## config.mk

```make
export PLATFORM = sky130hd
export DESIGN_NAME = gray_to_binary_sync
export DESIGN_NICKNAME = d
export VERILOG_FILES = /design/src/rtl/gray_pkg.sv /design/src/rtl/bit_sync.sv /design/src/rtl/gray_to_binary_sync.sv
export SDC_FILE = /design/constraint.sdc
export NUM_CORES = 1
export LEC_CHECK = 0
export ABC_AREA = 1
export BUFFER_PORTS_ARGS = -buffer_cell sky130_fd_sc_hd__buf_2
export CAP_MARGIN = 20
export CORE_UTILIZATION = 40
export CTS_CLUSTER_DIAMETER = 40
export CTS_CLUSTER_SIZE = 12
export DETAILED_ROUTE_END_ITERATION = 12
export PLACE_DENSITY = 0.57
export SLEW_MARGIN = 10
export SYNTH_ARGS = -nofsm -noshare
export SYNTH_HDL_FRONTEND = slang
export SYNTH_HIERARCHICAL = 1
export SYNTH_SLANG_ARGS = --single-unit
```

## constraint.sdc

```tcl
create_clock -name clk -period 2.5 [get_ports clk]
set_input_delay 0.25 -clock clk [delete_from_list [all_inputs] [get_ports clk]]
set_output_delay 0.25 -clock clk [all_outputs]
set_load 0.005 [all_outputs]
```

## src/rtl/gray_pkg.sv

```systemverilog
// rtl/gray_pkg.sv - Gray/binary conversion helpers and shared step-event type
package gray_pkg;

   localparam int DEF_WIDTH = 4;
   localparam int MAX_W     = 32;

   typedef logic [MAX_W-1:0] word_t;

   typedef enum logic [1:0] {
      EV_NONE = 2'd0,
      EV_UP   = 2'd1,
      EV_DOWN = 2'd2,
      EV_ERR  = 2'd3
   } step_ev_t;

   // Zero-extended inputs decode correctly: upper zero bits add nothing to the XOR prefix.
   function automatic word_t gray2bin(input word_t g);
      word_t b;
      b = g;
      for (int s = 1; s < MAX_W; s = s * 2) begin
         b = b ^ (b >> s);
      end
      return b;
   endfunction

   function automatic word_t bin2gray(input word_t b);
      return b ^ (b >> 1);
   endfunction

endpackage

```

## src/rtl/bit_sync.sv

```systemverilog
// rtl/bit_sync.sv - one-bit multi-flop synchroniser with asynchronous active-low reset
module bit_sync #(
   parameter int STAGES = 2
) (
   input  logic clk,
   input  logic rst_n,
   input  logic d,
   output logic q
);

   logic [STAGES-1:0] ff;

   always_ff @(posedge clk or negedge rst_n) begin
      if (!rst_n) begin
         ff <= '0;
      end else begin
         ff <= {ff[STAGES-2:0], d};
      end
   end

   assign q = ff[STAGES-1];

endmodule

```

## src/rtl/gray_to_binary_sync.sv

```systemverilog
// rtl/gray_to_binary_sync.sv - synchronise a foreign Gray count, decode it and classify each change
module gray_to_binary_sync
   import gray_pkg::*;
#(
   parameter int WIDTH       = DEF_WIDTH,
   parameter int SYNC_STAGES = 2,
   parameter int ERR_W       = 8
) (
   input  logic             clk,
   input  logic             rst_n,
   input  logic [WIDTH-1:0] gray_in,
   input  logic             enable,
   input  logic             err_clr,
   output logic [WIDTH-1:0] bin_out,
   output logic             bin_valid,
   output logic             step_up,
   output logic             step_down,
   output logic             step_err,
   output logic [ERR_W-1:0] err_count
);

   logic [WIDTH-1:0] g_s;
   logic [WIDTH-1:0] b;
   logic [WIDTH-1:0] g_ref;
   logic [WIDTH-1:0] b_ref;
   logic [WIDTH-1:0] diff;
   logic             single;
   step_ev_t         ev;

   for (genvar i = 0; i < WIDTH; i++) begin : g_sync
      bit_sync #(.STAGES(SYNC_STAGES)) u_sync (
         .clk   (clk),
         .rst_n (rst_n),
         .d     (gray_in[i]),
         .q     (g_s[i])
      );
   end

   assign b      = WIDTH'(gray2bin(word_t'(g_s)));
   assign diff   = g_s ^ g_ref;
   assign single = (diff != '0) && ((diff & (diff - WIDTH'(1))) == '0);

   always_comb begin
      ev = EV_NONE;
      if (diff != '0) begin
         if (!single) begin
            ev = EV_ERR;
         end else if (b == b_ref + WIDTH'(1)) begin
            ev = EV_UP;
         end else if (b == b_ref - WIDTH'(1)) begin
            ev = EV_DOWN;
         end
      end
   end

   // References track every cycle so changes seen while disabled never replay on re-enable.
   always_ff @(posedge clk or negedge rst_n) begin
      if (!rst_n) begin
         g_ref <= '0;
         b_ref <= '0;
      end else begin
         g_ref <= g_s;
         b_ref <= b;
      end
   end

   always_ff @(posedge clk or negedge rst_n) begin
      if (!rst_n) begin
         bin_out   <= '0;
         bin_valid <= 1'b0;
         step_up   <= 1'b0;
         step_down <= 1'b0;
         step_err  <= 1'b0;
      end else begin
         bin_valid <= 1'b0;
         step_up   <= 1'b0;
         step_down <= 1'b0;
         step_err  <= 1'b0;
         if (enable && ev != EV_NONE) begin
            bin_out   <= b;
            bin_valid <= 1'b1;
            step_up   <= (ev == EV_UP);
            step_down <= (ev == EV_DOWN);
            step_err  <= (ev == EV_ERR);
         end
      end
   end

   // A clear coinciding with an error keeps that error counted.
   always_ff @(posedge clk or negedge rst_n) begin
      if (!rst_n) begin
         err_count <= '0;
      end else if (err_clr) begin
         err_count <= (enable && ev == EV_ERR) ? ERR_W'(1) : '0;
      end else if (enable && ev == EV_ERR && err_count != {ERR_W{1'b1}}) begin
         err_count <= err_count + ERR_W'(1);
      end
   end

endmodule
```

# After elaboration in Yosys (flattened, before gate mapping)
# Index checks and enable logic that the tools add are counted.
# Widths: inputs -> output; s select.
word_totals:
  register_bits: 32
  latch_bits: 0
  ramBits: 0
  romBits: 0
  input_bits: 8
  output_inout_bits: 16
  word_cells: 48
  memories: 0
op_classes:
  addsub: 4
  multipliers: 0
  div: 0
  magnitude_cmp: 0
  eq_ne: 6
  shift: 0
  muxes: 11
  n_bitwise: 7
  reduce_logical: 8
ops:
  columns: ["op", "count"]
  rows:
  - ["$mux 8", 2]
  - ["$xor 4x1->4 const B", 3]
  - ["$add 8x1->8 const B", 1]
  - ["$eq 4x4->1", 2]
  - ["$mux 2", 4]
  - ["$ne 8x8->1 const B", 1]
  - ["$sub 4x1->4 const B", 2]
  - ["$mux 1", 5]
  - ["$add 4x1->4 const B", 1]
  - ["$and 4x4->4", 1]
  - ["$eq 2x2->1 const B", 2]
  - ["$logic_and 1x1->1", 4]
  - ["$logic_not 4->1", 1]
  - ["$reduce_bool 2->1", 2]
  - ["$reduce_bool 4->1", 1]
  - ["$xor 4x2->4", 1]
  - ["$xor 4x3->4", 1]
  - ["$xor 4x4->4", 1]
  - ["$eq 2x1->1 const B", 1]

# Depth between registers and ports, before layout
logic_depth:
  ltp_word: 15
  ltp_mapped: 14
  mapped_depth_nobuf: 14

# Cells and area by module
# Netlist, hierarchy kept.
modules_own_cells:
  columns: ["module", "instances", "cells_each", "area_each_um2", "seq_area_each_um2"]
  rows:
  - ["gray_to_binary_sync", 1, 194, 1377.6, 575.6]
  - ["bit_sync", 4, 2, 50.0, 50.0]

# Worst setup path before layout
# No wires, ideal clock.
synth_path:
  kind: "reg-to-reg"
  from: "register b_ref[0]"
  to: "register bin_out[0]"
  arrival_ns: 1.355
  setup_slack_ns: 1.028
  path_stages_with_launch: 15
  n_path_buf: 0
  period_less_slack_ns: 1.472
  cell_sequence: "dfrtp_1 inv_1 ha_1 inv_1 nand2_1 nand2_1 nand2_1 nand2_1 nand2_1 nor2_1 nand2_1 nand2_1 nand2_2 nand3_1 nand2_1"
synth_between:
  elab_chain_len: 8
synth_lines:
  columns: ["item", "line_no", "source"]
  rows:
  - ["start, declared", "gray_to_binary_sync.sv:25", "logic [WIDTH-1:0] b_ref;"]
  - ["start signal, assigned", "gray_to_binary_sync.sv:60", "b_ref <= '0;"]
  - ["start signal, assigned", "gray_to_binary_sync.sv:63", "b_ref <= b;"]
  - ["$sub 4x1->4", "gray_to_binary_sync.sv:50", "end else if (b == b_ref - WIDTH'(1)) begin"]
  - ["$eq 4x4->1", "gray_to_binary_sync.sv:50", null]
  - ["$mux 2", "gray_to_binary_sync.sv:50", null]
  - ["$mux 2 *", "gray_to_binary_sync.sv:48", "end else if (b == b_ref + WIDTH'(1)) begin"]
  - ["$mux 2 *", "gray_to_binary_sync.sv:46", "if (!single) begin"]
  - ["$mux 2 *", "gray_to_binary_sync.sv:45", "if (diff != '0) begin"]
  - ["$reduce_bool 2->1 *", "gray_to_binary_sync.sv:79", "if (enable && ev != EV_NONE) begin"]
  - ["$logic_and 1x1->1 *", "gray_to_binary_sync.sv:79", null]
  - ["end signal, assigned", "gray_to_binary_sync.sv:69", "bin_out <= '0;"]
  - ["end signal, assigned", "gray_to_binary_sync.sv:80", "bin_out <= b;"]
  - ["end, declared", "gray_to_binary_sync.sv:14", "output logic [WIDTH-1:0] bin_out,"]
# Mark *: on every way between the ends. The rest lies on a longest branch, timed or not.
# A chain may end at the register's enable or synchronous reset.

# Worst setup path after layout
layout_path:
  from: "register b_ref[0]"
  to: "register bin_out[3]"
# Same word-level chain as after synthesis.

==> summary.txt <==
Timing
  • Max Slew Vio Count: 0
  • Worst-Margin Slew: 685.8 ps
  • Share of the clock period used by the worst path: 65.89%
  • Final number of hold-violating endpoints: 0
  • Worst setup margin: 852.7 ps
  • Worst Skew: 5.041 ps
  • Worst slew margin relative to its limit: 54.28%
  • Accumulated negative setup slack: 0 ps
  • # setup viols final: 0
  • Min Tclk post-route: roughly 1600 ps
  • Setup repair after global routing missed its margin: false
  • Peak Freq: between 600 and 700 MHz

Floorplanning
  • Top-Level Pins: 24
  • Initial standard-cell utilization of the core: approximately 42%
  • DIE WIDTH: ~65 µm
  • Core ar.: between 3000 and 4000 µm²
  • DIE HEIGHT: about 65 µm
  • Die ar.: 4200 µm²
  • Placement row count: 22

Clock network
  • Gates resized, CTS repair: 0
  • Root Buffer: sky130_fd_sc_hd__clkbuf_8
  • Clock latency at the later pin of the worst-skew pair: approximately 280 ps
  • Max Root-Sink Buffers: 2
  • Post-CTS setup buffers: 0
  • TritonCTS sink count: 31
  • Number of buffers created by CTS: 5
  • Clock tree from TritonCTS: yes
  • Number of levels in the clock H-tree: 2
  • CTS clk-pin slew, worst paths: around 60 ps
  • Number of hold-repair buffers added at the cts stage: 0

Global route
  • Initial antenna violation count: 0
  • Total gr overflow: 0
  • Number of global-route vias before repair: 1179
  • Total Routing Usage GR: 16.83%
  • Pin count of the biggest net entering global routing: 32
  • First-pass GRT wire length: roughly 5300 µm

Yosys
  • Synth area leaders: sky130_fd_sc_hd__dfrtp_1 49%, sky130_fd_sc_hd__nand2_1 19%, sky130_fd_sc_hd__nand3_1 7.0%, sky130_fd_sc_hd__inv_1 6.2%, sky130_fd_sc_hd__nor2_1 2.9%
  • Cell taking the most area after synthesis: sky130_fd_sc_hd__dfrtp_1
  • Synthesized cell area: approximately 1600 µm²
  • Seq/Total Area, Yosys: 49.17%
  • Count of mapped cells out of synthesis: about 200
  • Top-area cell type share of the netlist area: between 40 and 50%
  • Net count after synthesis: ~210
  • Most used flip-flop cell after synthesis: sky130_fd_sc_hd__dfrtp_1
  • Count of distinct cell types in the synthesized netlist: 21
  • #FFs+latches synth: 31
  • Syn_area_per_cell: ~7.8 µm²
  • Number of synthesized flops with an enable pin: 0
  • Count of yosys warnings during synthesis: 6
  • Fraction of synthesis flops using an asynchronous set or reset pin: 100.0%

Routing
  • First-pass iteration count of the detailed router: 4
  • Initial DRC Count: around 90
  • Overall routed net length: a little under 3000 µm
  • Drt via density: 4.625
  • Routed length per instance: between 10 and 15 µm
  • Post-route DRC violation count: 0
  • Count of vias placed by the detailed router: between 1000 and 1500
  • Remaining antenna violation count after routing: 0

Critical path
  • Required time at the worst-slack endpoint: approximately 2700 ps
  • Category of the worst setup path launch point: flop
  • Critical Path Most Common Cell: sky130_fd_sc_hd__nand2_1
  • Classification of the worst setup path: flop to flop
  • CP Data Arrival Time: around 1800 ps
  • Worst-path cell with the longest stage delay: sky130_fd_sc_hd__dfrtp_1
  • Largest incremental delay on the critical path: ~400 ps
  • Critical Path Fanout Max: 4
  • Kind of capture point of the worst setup path: flop
  • Ordered cell list for the critical path: inv_1, ha_1, inv_1, nand2_1, nand2_1, nand2_1, nand2_1, nand2_1, nor2_1, nand2_1, nand3_1, nand3_1, nand2_1

Layout
  • Final core occ: between 40% and 50%
  • Count of nets after finishing: around 240
  • Fraction of final layout cells sized beyond drive strength 1: 19.83%
  • Antenna diode instance count: 0
  • Area Overhead vs Synth: 16.65%

Flow run
  • Max-capacitance violation count: 0

Placement
  • GP Congestion: roughly 0.83
  • Count of input and output buffers: 23
  • Minimum setup slack after placement: 851.2 ps
  • Post-detailed-placement half-perimeter wirelength: about 2200 µm

Power and ir drop
  • Highest ir drop seen on vdd: 0.0003701 V
  • P_leak: just over 0.001 µW
  • Pwr per Cell Area: 637.7 nW/µm²

Min path
  • HP Class: primary input to async pin

Status
  • Result of the run: completed
-- routing by layer --
layer,share of wire [%],vias up,global-route usage (%)
li1,-,686,-
met1,49,575,23.09
met2,45,29,25.26
met3,4.4,5,4.225
met4,1.5,0,6.667
met5,0,-,0
-- synthesized netlist by cell type, types with 2 or more instances --
library cell	number
sky130_fd_sc_hd__ha_1	3
sky130_fd_sc_hd__o31ai_1	2
sky130_fd_sc_hd__nor3_1	2
sky130_fd_sc_hd__xor2_1	2
sky130_fd_sc_hd__inv_2	3
sky130_fd_sc_hd__nor2_1	12
sky130_fd_sc_hd__inv_1	26
sky130_fd_sc_hd__a21oi_1	2
sky130_fd_sc_hd__o21ai_0	4
sky130_fd_sc_hd__nand2_1	78
sky130_fd_sc_hd__nand3_1	22
sky130_fd_sc_hd__nand2_2	6
sky130_fd_sc_hd__nand2_4	2
sky130_fd_sc_hd__dfrtp_1	31
-- through the flow --
step	instance area [µm²]	power (µW)	hold slack [ps]	cells
final	1841	1174	5.595	280
after detailed placement	1753	790.3	336.5	273
after floorplan	1578	714.0	-45.59	202
after global routing	1841	1250	68.03	280
after CTS	1841	1190	37.42	280
after global placement	1753	789.3	331.8	273
-- worst max-delay path: cells and delay by family, from the launching register on --
family / cells / cell delay, ps
fa+ha+maj: 1 / 210
flops: 1 / 400
simple gates: 10 / 750
buf+inv: 2 / 190
-- kinds of logic (layout without fill, tap and decap cells) --
logic type                 after synthesis  in the layout  synth area share, %
and+or+nand+nor                        127            127                36.08
DFF                                     31             31                49.17
buffers and inverters                   29             59                6.899
AOI/OAI and AO/OA                       10             10                4.362
adders and majority gates                3              3                2.379
xor gates and xnor gates                 2              2                1.110
-- cell usage in the layout, fill, tap and decap left out, types with 2 or more instances in the layout --
cell type,count
sky130_fd_sc_hd__o31ai_1,2
sky130_fd_sc_hd__buf_2,23
sky130_fd_sc_hd__dfrtp_1,31
sky130_fd_sc_hd__inv_2,3
sky130_fd_sc_hd__ha_1,3
sky130_fd_sc_hd__nand2_1,78
sky130_fd_sc_hd__xor2_1,2
sky130_fd_sc_hd__inv_1,26
sky130_fd_sc_hd__nand2_2,6
sky130_fd_sc_hd__nand2_4,2
sky130_fd_sc_hd__nor2_1,12
sky130_fd_sc_hd__o21ai_0,4
sky130_fd_sc_hd__nand3_1,22
sky130_fd_sc_hd__a21oi_1,2
sky130_fd_sc_hd__nor3_1,2
sky130_fd_sc_hd__clkbuf_8,6
-- power by group --
part           leakage (µW)  switching (µW)  internal [µW]
sequential         0.000386            28.7            542
combinational      0.000596             129           77.8
clock             0.0000470             181            216
total               0.00103             338            836
-- path summary, 6_finish.rpt --
check | startpoint | end | slack (ps) | cells after the start
worst max register to register | b_ref[0] | bin_out[3] | 850 | 13
worst min-delay path | rst_n | b_ref[0] | 6 | 1
max in group asynchronous | rst_n | err_count[0] | 2040 | 1
min in group clk | gray_in[0] | g_sync[0].u_sync/ff[0] | 80 | 1
worst min register to register | g_sync[2].u_sync/ff[0] | g_sync[2].u_sync/ff[1] | 350 | 0
worst max-delay path | b_ref[0] | bin_out[3] | 850 | 13
-- flip-flops by register name, indices dropped and copies added, names as in the netlist --
name	flops
b_ref	4
bin_out	4
bin_valid	1
err_count	8
g_ref	3
g_sync.u_sync/ff	8
step_down	1
step_err	1
step_up	1
-- area by class of cell --
type | count | area [µm²]
clock buffer | 6 | 82.58
clock inverter | 1 | 5.005
fill | 378 | 1876
multi-input combinational | 142 | 693.2
tap | 48 | 60.06
timing repair buffer | 23 | 115.1
sequential | 31 | 775.7
inverter | 29 | 108.9
Power figures use the tool's default switching activity.
